$ cat src/rtl/rot_share_ctrl.sv
// rot_share_ctrl: round-robin arbiter that time-shares an external 4-bit right-rotate datapath between two requesters
// Ports: clk/rst_n (async active-low reset); req0_*/req1_* valid/ready request ports carrying a 4-bit word and AMT_W-bit
// rotate amount; sh_in/sh_k drive the shared shifter, sh_out is its combinational result; res_* valid/ready result port.
// Optional macro ROT_MOD_REDUCE_EN: latch only amt mod 4 so every request finishes in a single pass.
module rot_share_ctrl #(
  parameter int AMT_W = 4,
  parameter int PRIO_INIT = 0
) (
  input  logic             clk,
  input  logic             rst_n,
  input  logic             req0_valid,
  output logic             req0_ready,
  input  logic [3:0]       req0_data,
  input  logic [AMT_W-1:0] req0_amt,
  input  logic             req1_valid,
  output logic             req1_ready,
  input  logic [3:0]       req1_data,
  input  logic [AMT_W-1:0] req1_amt,
  output logic [3:0]       sh_in,
  output logic [1:0]       sh_k,
  input  logic [3:0]       sh_out,
  output logic             res_valid,
  input  logic             res_ready,
  output logic [3:0]       res_data,
  output logic             res_id
);
  typedef enum logic [1:0] {IDLE, RUN, DONE} state_t;
  state_t state, state_nx;
  logic [3:0] work;
  logic [AMT_W-1:0] rem, rem_nx, amt_acc;
  logic id, ptr, g0, g1, acc;
  logic [1:0] k;
  assign g0 = req0_valid && (!req1_valid || !ptr);
  assign g1 = req1_valid && (!req0_valid || ptr);
  assign acc = state == IDLE && (g0 || g1);
  // Cap each pass at 3 positions; k never exceeds rem, so rem cannot underflow.
  assign k = (rem >= AMT_W'(3)) ? 2'd3 : rem[1:0];
  assign rem_nx = rem - AMT_W'(k);
`ifdef ROT_MOD_REDUCE_EN
  assign amt_acc = AMT_W'(g0 ? req0_amt[1:0] : req1_amt[1:0]);
`else
  assign amt_acc = g0 ? req0_amt : req1_amt;
`endif
  always_ff @(posedge clk or negedge rst_n) begin
    if (!rst_n) begin
      state <= IDLE;
      work <= '0;
      rem <= '0;
      id <= 1'b0;
      ptr <= 1'(PRIO_INIT);
    end else begin
      state <= state_nx;
      if (acc) begin
        work <= g0 ? req0_data : req1_data;
        rem <= amt_acc;
        id <= !g0;
        ptr <= g0;
      end else if (state == RUN) begin
        work <= sh_out;
        rem <= rem_nx;
      end
    end
  end
  always_comb begin
    state_nx = state == IDLE ? (acc ? RUN : IDLE) :
               state == RUN  ? (rem_nx == '0 ? DONE : RUN) :
               (res_ready ? IDLE : DONE);
  end
  // Readies are gated by rst_n so they read 0 while reset is held, even with a request pending.
  always_comb begin
    req0_ready = rst_n && state == IDLE && g0;
    req1_ready = rst_n && state == IDLE && g1;
    sh_in = state == RUN ? work : 4'd0;
    sh_k = state == RUN ? k : 2'd0;
    res_valid = state == DONE;
    res_data = state == DONE ? work : 4'd0;
    res_id = state == DONE && id;
  end
endmodule

$ cat config.mk
export PLATFORM = sky130hd
export DESIGN_NAME = rot_share_ctrl
export DESIGN_NICKNAME = d
export VERILOG_FILES = /design/src/rtl/rot_share_ctrl.sv
export SDC_FILE = /design/constraint.sdc
export NUM_CORES = 1
export LEC_CHECK = 0
export CAP_MARGIN = 40
export CORE_MARGIN = 2
export CORE_UTILIZATION = 42
export CTS_BUF_LIST = sky130_fd_sc_hd__clkbuf_8
export DETAILED_ROUTE_END_ITERATION = 8
export GPL_TIMING_DRIVEN = 0
export PLACE_DENSITY = 0.94
export SLEW_MARGIN = 20
export SYNTH_ARGS = -nofsm -noshare
export SYNTH_HDL_FRONTEND = slang
export SYNTH_SLANG_ARGS = --single-unit
$ cat constraint.sdc
create_clock -name clk -period 2.1 [get_ports clk]
set_input_delay 0.42 -clock clk [delete_from_list [all_inputs] [get_ports clk]]
set_output_delay 0.42 -clock clk [all_outputs]
set_load 0.01 [all_outputs]
==> out/qor.json <==
{
  "final.period_utilization": 0.989,
  "grt_max_degree": 15,
  "yosys.cell_types.count": 32,
  "synthAdderAreaFrac": 0.0299,
  "number_of_nets_produced_by_synthesis": 122,
  "critical_path_arrival_ps": 1660,
  "chipHeight_um": 48.6,
  "overflow": 0,
  "drt-pass1-iter-count": 4,
  "die_area_sq_um": 2370,
  "hold_buffer_count_at_cts": 0,
  "crit_fanout": 6,
  "final_weighted_congestion_in_routability_driven_placement": 0.778,
  "hpwl_um": 1770,
  "internal_power_mw": 1.11,
  "setup_viol_count_final": 0,
  "synth-seq-cells": 12,
  "postSynthCellCount": 95,
  "proportion_of_power_drawn_by_flip_flops_and_latches": 0.246,
  "dominantRegCellSynth": "sky130_fd_sc_hd__dfrtp_1",
  "seq_area_sq_um": 303,
  "hp-class": "in -> async",
  "syn-mean-instance-area_sq_um": 8.81,
  "slew-limit-headroom": 0.588,
  "power_switching_share": 0.412,
  "fmax_ghz": 0.481,
  "largest_buffer_count_on_any_clock_path": 2,
  "power.static_leakage_nw": 0.686,
  "critical_path_required_ps": 1680,
  "final-hold-violation-count": 0,
  "worst_hold_check_slack_ps": 294,
  "ios": 39,
  "drive_gt1_frac": 0.201,
  "final-max-slew-violation-count": 0,
  "power_switching_mw": 0.780,
  "timing.critical_path.to_type": "primary output",
  "postRouteWirelength_um": 2690,
  "area_fraction_in_compound_gates_after_synthesis": 0.274,
  "rows": 16,
  "filler_cell_count": 146,
  "fin_cells": 171,
  "clock_sinks": 12,
  "skew_final_ps": 1.31,
  "max_cap_violations": 0,
  "number_of_antenna_violations_at_the_first_check_in_global_routing": 0,
  "h-tree-depth": 1,
  "netlist_area_sq_um": 837,
  "detail_route.vias_per_cell": 5.43,
  "yosys.area_share.xor_xnor": 0.0105,
  "initial_util": 0.436,
  "cellPowerDensity_nw_per_um2": 1370,
  "placement.cell_area_sq_um": 1250,
  "power_mw": 1.89,
  "wl_per_cell_um": 15.7,
  "number_of_global_route_vias_before_repair": 918,
  "post-place-cells": 160,
  "post-route-cell-area_sq_um": 1380,
  "run_status": "finished clean",
  "power.combinational.fraction": 0.638,
  "insertedDiodeCount": 0,
  "drc_errors": 0,
  "synth_mux_area_frac": 0,
  "floorplan.core_area_sq_um": 1920,
  "insertion_delay_ps": 250,
  "simple_gate_area_share_of_the_yosys_netlist": 0.278,
  "final_util": 0.719,
  "antenna_violating_nets_post_route": 0,
  "count_of_synthesis_stage_warnings_from_yosys": 0,
  "sequential_element_share_of_the_synthesized_area": 0.359,
  "cts_made_buffers": 3,
  "root_buffer": "sky130_fd_sc_hd__clkbuf_8",
  "ir_worst_vdd_uv": 873,
  "cp-start-kind": "flop",
  "post-route-worst-setup-slack_ps": 22.8,
  "main_combinational_cell_family_by_area_after_synthesis": "simple AND/OR/NAND/NOR gates",
  "tritoncts": "yes",
  "grt_pass1_wl_um": 4220,
  "async_reset_ff_frac": 1.00,
  "drt_iter0_markers": 29,
  "multi_input_comb_area_sq_um": 508,
  "routed-via-count": 928,
  "number_of_enable_flip_flop_cells_after_synthesis": 0,
  "preCtsSetupSlack_ps": -472,
  "clkPwrFrac": 0.116,
  "totalNegativeSetupSlack_ps": 0,
  "die_span_x_um": 48.6,
  "final_net_count": 173,
  "placement.io_buffers": 38,
  "worstSetupPathType": "reg -> out",
  "finalCriticalPeriod_ps": 2080,
  "area.growth.synth_to_final_pct": 65.0,
  "worst-slew-pin-transition_ps": 619,
  "cts.clk_slew.worst_paths_ps": 60,
  "track_usage": 0.228
}
-- synthesized netlist by cell type (2+ instances only) --
| cell | count | area, sq um |
|---|---|---|
| sky130_fd_sc_hd__buf_2 | 3 | 15.0 |
| sky130_fd_sc_hd__a22oi_2 | 3 | 37.5 |
| sky130_fd_sc_hd__nor2_1 | 9 | 33.8 |
| sky130_fd_sc_hd__ha_1 | 2 | 25.0 |
| sky130_fd_sc_hd__a22oi_1 | 2 | 15.0 |
| sky130_fd_sc_hd__o21ai_0 | 2 | 10.0 |
| sky130_fd_sc_hd__o21bai_1 | 2 | 15.0 |
| sky130_fd_sc_hd__dfrtp_1 | 12 | 300 |
| sky130_fd_sc_hd__inv_1 | 2 | 7.51 |
| sky130_fd_sc_hd__a31oi_1 | 7 | 43.8 |
| sky130_fd_sc_hd__a21oi_1 | 4 | 20.0 |
| sky130_fd_sc_hd__and2_1 | 11 | 68.8 |
| sky130_fd_sc_hd__o21ai_1 | 2 | 10.0 |
| sky130_fd_sc_hd__o31a_1 | 2 | 17.5 |
| sky130_fd_sc_hd__nand2_1 | 14 | 52.6 |
| sky130_fd_sc_hd__and3_1 | 2 | 12.5 |
-- per-layer routing --
layer	part of all wire	wire, um	track usage
met2	0.55	1470	0.416
met1	0.39	1040	0.262
met4	0.019	50	0.100
met5	0	0	0
met3	0.047	126	0.0309
-- registers in the layout (all words and copies together), names as in the netlist --
register  cells
work          4
id            1
state         2
ptr           1
rem           4
-- cell type report --
type                            count  area share
Tap cell                           27      0.0245
Inverter                            2     0.00543
Buffer                              5      0.0290
Multi-Input combinational cell     76       0.368
Sequential cell                    12       0.219
Clock buffer                        3      0.0299
Timing Repair Buffer               46       0.324
-- kinds of logic after synthesis --
group	after synthesis
and+or+nand+nor	43
AOI/OAI and AO/OA	30
DFF	12
buffers and inverters	7
adders and majority gates	2
xor gates and xnor gates	1
-- path summary, 6_finish.rpt --
check	from	end	slack [ps]	cells past startpoint
worst max-delay path	state[1]	sh_in[3]	20	3
worst min-delay path	rst_n	work[0]	290	1
worst max register to register	rem[2]	state[0]	310	6
worst min register to register	id	id	510	2
max in group asynchronous	rst_n	state[1]	1370	1
min in group clk	id	id	510	2
-- cells in the final DEF, fill, tap and decap left out, drive strengths merged, types with 2 or more instances in the layout --
| cell | count |
|---|---|
| o31a | 2 |
| o311ai | 2 |
| clkdlybuf4s15 | 2 |
| a31oi | 7 |
| o21ai | 4 |
| dfrtp | 12 |
| a21oi | 5 |
| and2 | 11 |
| buf | 13 |
| inv | 2 |
| clkbuf | 3 |
| clkdlybuf4s50 | 23 |
| nand2 | 14 |
| dlygate4sd2 | 7 |
| o21bai | 2 |
| and3 | 2 |
| dlymetal6s2s | 6 |
| nor2 | 10 |
| ha | 2 |
| a22oi | 5 |
-- critical path, cell delays in order (launching register included) --
cell and delay (ps):
sky130_fd_sc_hd__dfrtp_2 440, sky130_fd_sc_hd__and2b_4 310, sky130_fd_sc_hd__and2_1 130, sky130_fd_sc_hd__clkdlybuf4s50_1 520
-- power by group through the flow --
stage	Clock [mW]	Combinational [mW]	Sequential (mW)
6_report	0.220	1.21	0.466
5_1_grt	0.226	1.30	0.482
4_1_cts	0.216	1.14	0.464
3_5_place_dp	0	1.09	0.459
3_3_place_gp	0	1.05	0.447
2_1_floorplan	0	0.723	0.430
-- timing repair --
item | 4_1_cts | 5_1_grt
endpoints found under the setup margin | 13 | 9
gates resized for setup | 18 | 7
gates cloned | 0 | 0
pin swaps | 1 | 1
setup buffers | 4 | 4
Note: power is estimated with default switching activity, not from simulation.
==> edit 1 (same flow settings) <==
Change the parameter `AMT_W` from 4 to 3. Comments in the files are not updated.
--- a/src/rtl/rot_share_ctrl.sv
+++ b/src/rtl/rot_share_ctrl.sv
@@ -4,5 +4,5 @@
 // Optional macro ROT_MOD_REDUCE_EN: latch only amt mod 4 so every request finishes in a single pass.
 module rot_share_ctrl #(
-  parameter int AMT_W = 4,
+  parameter int AMT_W = 3,
   parameter int PRIO_INIT = 0
 ) (
Ports: changed (resized req0_amt and req1_amt); port bits go from 39 to 37. The function was not compared with the original's and may differ.
==> edit 1 against the original RTL <==
Global-route usage increased by 3.1 points; routed wire length decreased by 13%; sequential cell count decreased by 1; setup slack improved by 39 ps; cell area decreased by 13%; clock skew increased by 4.4 ps; register-to-register slack improved by 250 ps; non-clock buffer count decreased by 4; maximum frequency increased by 1.9%; area after synthesis decreased by 16%; core utilization increased by 5.9 points; total power decreased by 15%; critical endpoint is now req0_ready; largest cell class is now buffers; largest power group unchanged.
==> edit 1: results (changes against the original RTL) <==
Placement Cell Area=1090 sq um (-13%); Worst R2R Setup Slack=560 ps (+250 ps); vias in the first global route=856 (-6.8%); Clock Path Buffers=2 (unchanged); global-route wire length before repair=3680 microns (-13%); Critical R2R Capture=rem[2]; Synth area leaders=dfrtp_1 39%, and2_1 9.8%, a21oi_1 4.3%; Worst EP arrival=1620 ps (-40 ps); register area share after synthesis=0.390 (+0.0313); hold_ws=249 ps (-45.4 ps); Largest regs=work: 4 flops, rem: 3 flops, state: 2 flops; Syn Nets=104 (-15%); relative slew slack=0.625 (+0.0378); Inst Count DP=132 (-18%); initial DRC count=36 (+24%); final wirelength=2340 microns (-13%); status=finished, final reports clean; hpwl dp=1620 microns (-8.6%); Resized Gates After CTS=24 (+6); largest net degree at the start of global routing=14 (-1); detailed-route via count=834 (-10%); crit-path max FO=8 (+2); worst ir drop on vdd=0.000930 V (+6.6%); Synth Flop Type=dfrtp_1; HP Class=in2async; post-synthesis compound-gate area fraction=0.271 (-0.00227); xor and xnor area share after synthesis=0.0124 (+0.00195); # nets final=151 (-13%); GPL Wtd Cong=0.861 (+11%); Mean Syn Cell Area=8.82 sq um (+0.11%); Synth Area in Adders=0.0177 (-0.0122); Leak=0.571 nW (-17%); GRT Overall Usage=0.259 (+0.0310); port bufs=36 (-5.3%); initial antenna violation count=0 (unchanged); top cells by count, synth=11 x and2_1, 11 x dfrtp_1, 8 x nor2_1; via/cell ratio=5.87 (+8.2%); reg2reg path depth=6 (unchanged); count of unique library cells instantiated by Yosys=28 (-13%); layout cells sized above 1=0.167 (-0.0347); Inserted Diodes=0 (unchanged); Setup WS pre-CTS=-577 ps (-105 ps); clk_skew=5.70 ps (+4.39 ps)
==> edit 1: changes by cell type in the layout (fill, tap and decap cells not counted), sizes merged, moves of 3 or more <==
cell / before / now
dlymetal6s2s: 6 / 2
a22oi: 5 / 2
o21ai: 4 / 0
a222oi: 0 / 3
a31oi: 7 / 4
dlygate4sd2: 7 / 10
o21a: 0 / 3
buf: 13 / 10
nand2: 14 / 6
==> edit 1: area by class of cell <==
class | count | area (sq um)
plain buffers | 5 | 38.8
clock buffers | 3 | 41.3
clock inverters | 1 | 3.75
fillers | 110 | 343
inverters | 3 | 11.3
multi-input cells | 61 | 413
flip-flops and latches | 11 | 277
well taps | 16 | 20.0
repair buffers | 42 | 394
==> edit 1: stage by stage <==
step	total power [mW]	TNS, ps
after floorplan	0.934	0
after global placement	1.25	-1700
after detailed placement	1.30	-1900
after CTS	1.57	0
after global routing	1.72	0
final	1.61	0
==> edit 1: metal layers <==
layer / part of all wire / up-vias / track usage
li1: - / 386 / -
met1: 0.38 / 390 / 0.290
met2: 0.52 / 51 / 0.466
met3: 0.068 / 7 / 0.0200
met4: 0.028 / 0 / 0.165
met5: 0 / - / 0
==> edit 1: worst max-delay path, stage by stage <==
cell           delay [ps]
dlygate4sd2_1         320
a21bo_2               270
nor3_4                190
and2_1                140
dlygate4sd2_1         270
==> edit 1: worst max path at each step <==
stage	slack, ps	cells past startpoint	endpoint	startpoint
after global placement	-540	5	req0_ready	req0_valid
after CTS	9	4	res_data[1]	state[1]
after global routing	20	5	req0_ready	req1_valid
final	60	5	req0_ready	req1_valid
after floorplan	550	5	req1_ready	state[1]
after detailed placement	-580	5	req0_ready	req0_valid
==> edit 1: power by group <==
part	switching (mW)	total, mW	internal [mW]
registers	0.0866	0.412	0.325
clock network	0.0917	0.221	0.129
logic	0.493	0.982	0.489
==> edit 2 (same settings) <==
Without the edit above. Encoding of `state_t`: now one-hot (3 bits for 3 states).
--- a/src/rtl/rot_share_ctrl.sv
+++ b/src/rtl/rot_share_ctrl.sv
@@ -25,5 +25,5 @@
   output logic             res_id
 );
-  typedef enum logic [1:0] {IDLE, RUN, DONE} state_t;
+  typedef enum logic [2:0] {IDLE = 3'b001, RUN = 3'b010, DONE = 3'b100} state_t;
   state_t state, state_nx;
   logic [3:0] work;
Function: no difference found for any inputs over 10 cycles, from zero or initial values and one cycle with rst_n low; not proved beyond that.
==> edit 2 against the original RTL <==
Cell count up 2.3%; largest power group unchanged; global-route usage rose by 1.8 points; sequential cell count up 1; area after synthesis grew 4.8%; sequential power is 7.3% higher; core utilization is 2.1 points higher; synthesized cell count is 2.1% higher; cell area rose by 5.1%; routed wire length grew 8.0%; register-to-register slack improved by 20 ps; setup slack worse by 9.5 ps; total power grew 1.9%.
==> edit 2: results (changes against the original RTL) <==
initial DRC count=49 (+69%); global-route wire length before repair=4550 microns (+7.7%); top cells by count, synth=12 x dfrtp_1, 10 x nor2_1, 7 x and3_1, 7 x inv_1, 7 x nand2_1; clk_skew=2.76 ps (+1.45 ps); worst ir drop on vdd=0.00101 V (+16%); GRT Overall Usage=0.246 (+0.0183); GPL Wtd Cong=0.823 (+5.8%); Layout Cells excl Fill=175 (+2.3%); crit-path max FO=10 (+4); met1 usage=0.296 (+0.0339); hpwl dp=1900 microns (+7.6%); vias in the first global route=1012 (+10%); register area share after synthesis=0.372 (+0.0136); Inst Count DP=162 (+1.3%); Multi-input gate area=514 sq um (+1.2%); Mean Syn Cell Area=9.04 sq um (+2.6%); detailed-route via count=980 (+5.6%); status=finished, final reports clean; WL/cell=16.6 microns (+5.6%); Setup WS pre-CTS=-458 ps (+14.3 ps); drt pass-1 iters=8 (+4); Largest regs=rem: 4 flops, work: 4 flops, state: 3 flops; relative slew slack=0.561 (-0.0266); Syn Nets=124 (+1.6%); grt met2 use=0.407 (-0.00886); layout cells sized above 1=0.216 (+0.0148)
## edit 2: where the power goes
part / switching [mW] / internal [mW]
Sequential: 0.110 / 0.390
Clock: 0.100 / 0.130
Combinational: 0.593 / 0.607
Total: 0.803 / 1.13
## edit 2: final timing paths
kind / cells after the start / start / endpoint / slack (ps)
worst max-delay path: 5 / state[0] / req0_ready / 10
worst min-delay path: 1 / rst_n / rem[1] / 300
min in group clk: 1 / id / id / 490
max in group asynchronous: 1 / rst_n / state[2] / 1330
worst min register to register: 1 / id / id / 490
worst max register to register: 6 / state[0] / rem[1] / 330
## edit 2: cells by family (layout without fill, tap and decap cells)
| group | count (synthesis) | in the layout | synth area share |
|---|---|---|---|
| AO/OA/AOI/OAI | 27 | 27 | 0.233 |
| adder cells (fa/ha/maj) | 2 | 2 | 0.0285 |
| buffers and inverters | 13 | 64 | 0.0770 |
| flip-flops | 13 | 13 | 0.372 |
| multiplexers | 4 | 4 | 0.0457 |
| AND/OR/NAND/NOR | 38 | 38 | 0.244 |
## edit 2: area by class of cell
type,count,share of cell area
inverters,7,0.0181
well taps,27,0.0233
multi-input cells,71,0.354
flip-flops and latches,13,0.226
clock buffers,3,0.0284
repair buffers,48,0.309
plain buffers,5,0.0388
clock inverters,1,0.00259
## edit 2: critical path, cell delays in order (launching register included)
cell and delay (ps):
dfstp_2 540, nor3b_4 230, and3_4 230, buf_8 130, and2_4 140, buf_2 140
## edit 2: per-layer routing
metal	wire length, microns	share of wire
met1	1250	0.43
met2	1470	0.50
met3	139	0.048
met4	51	0.018
met5	0	0
## edit 2: what timing repair did
action | in CTS | in global routing
pin swaps | 1 | 5
resized for setup | 27 | 10
endpoints found under the setup margin | 13 | 10
setup buffers | 1 | 9
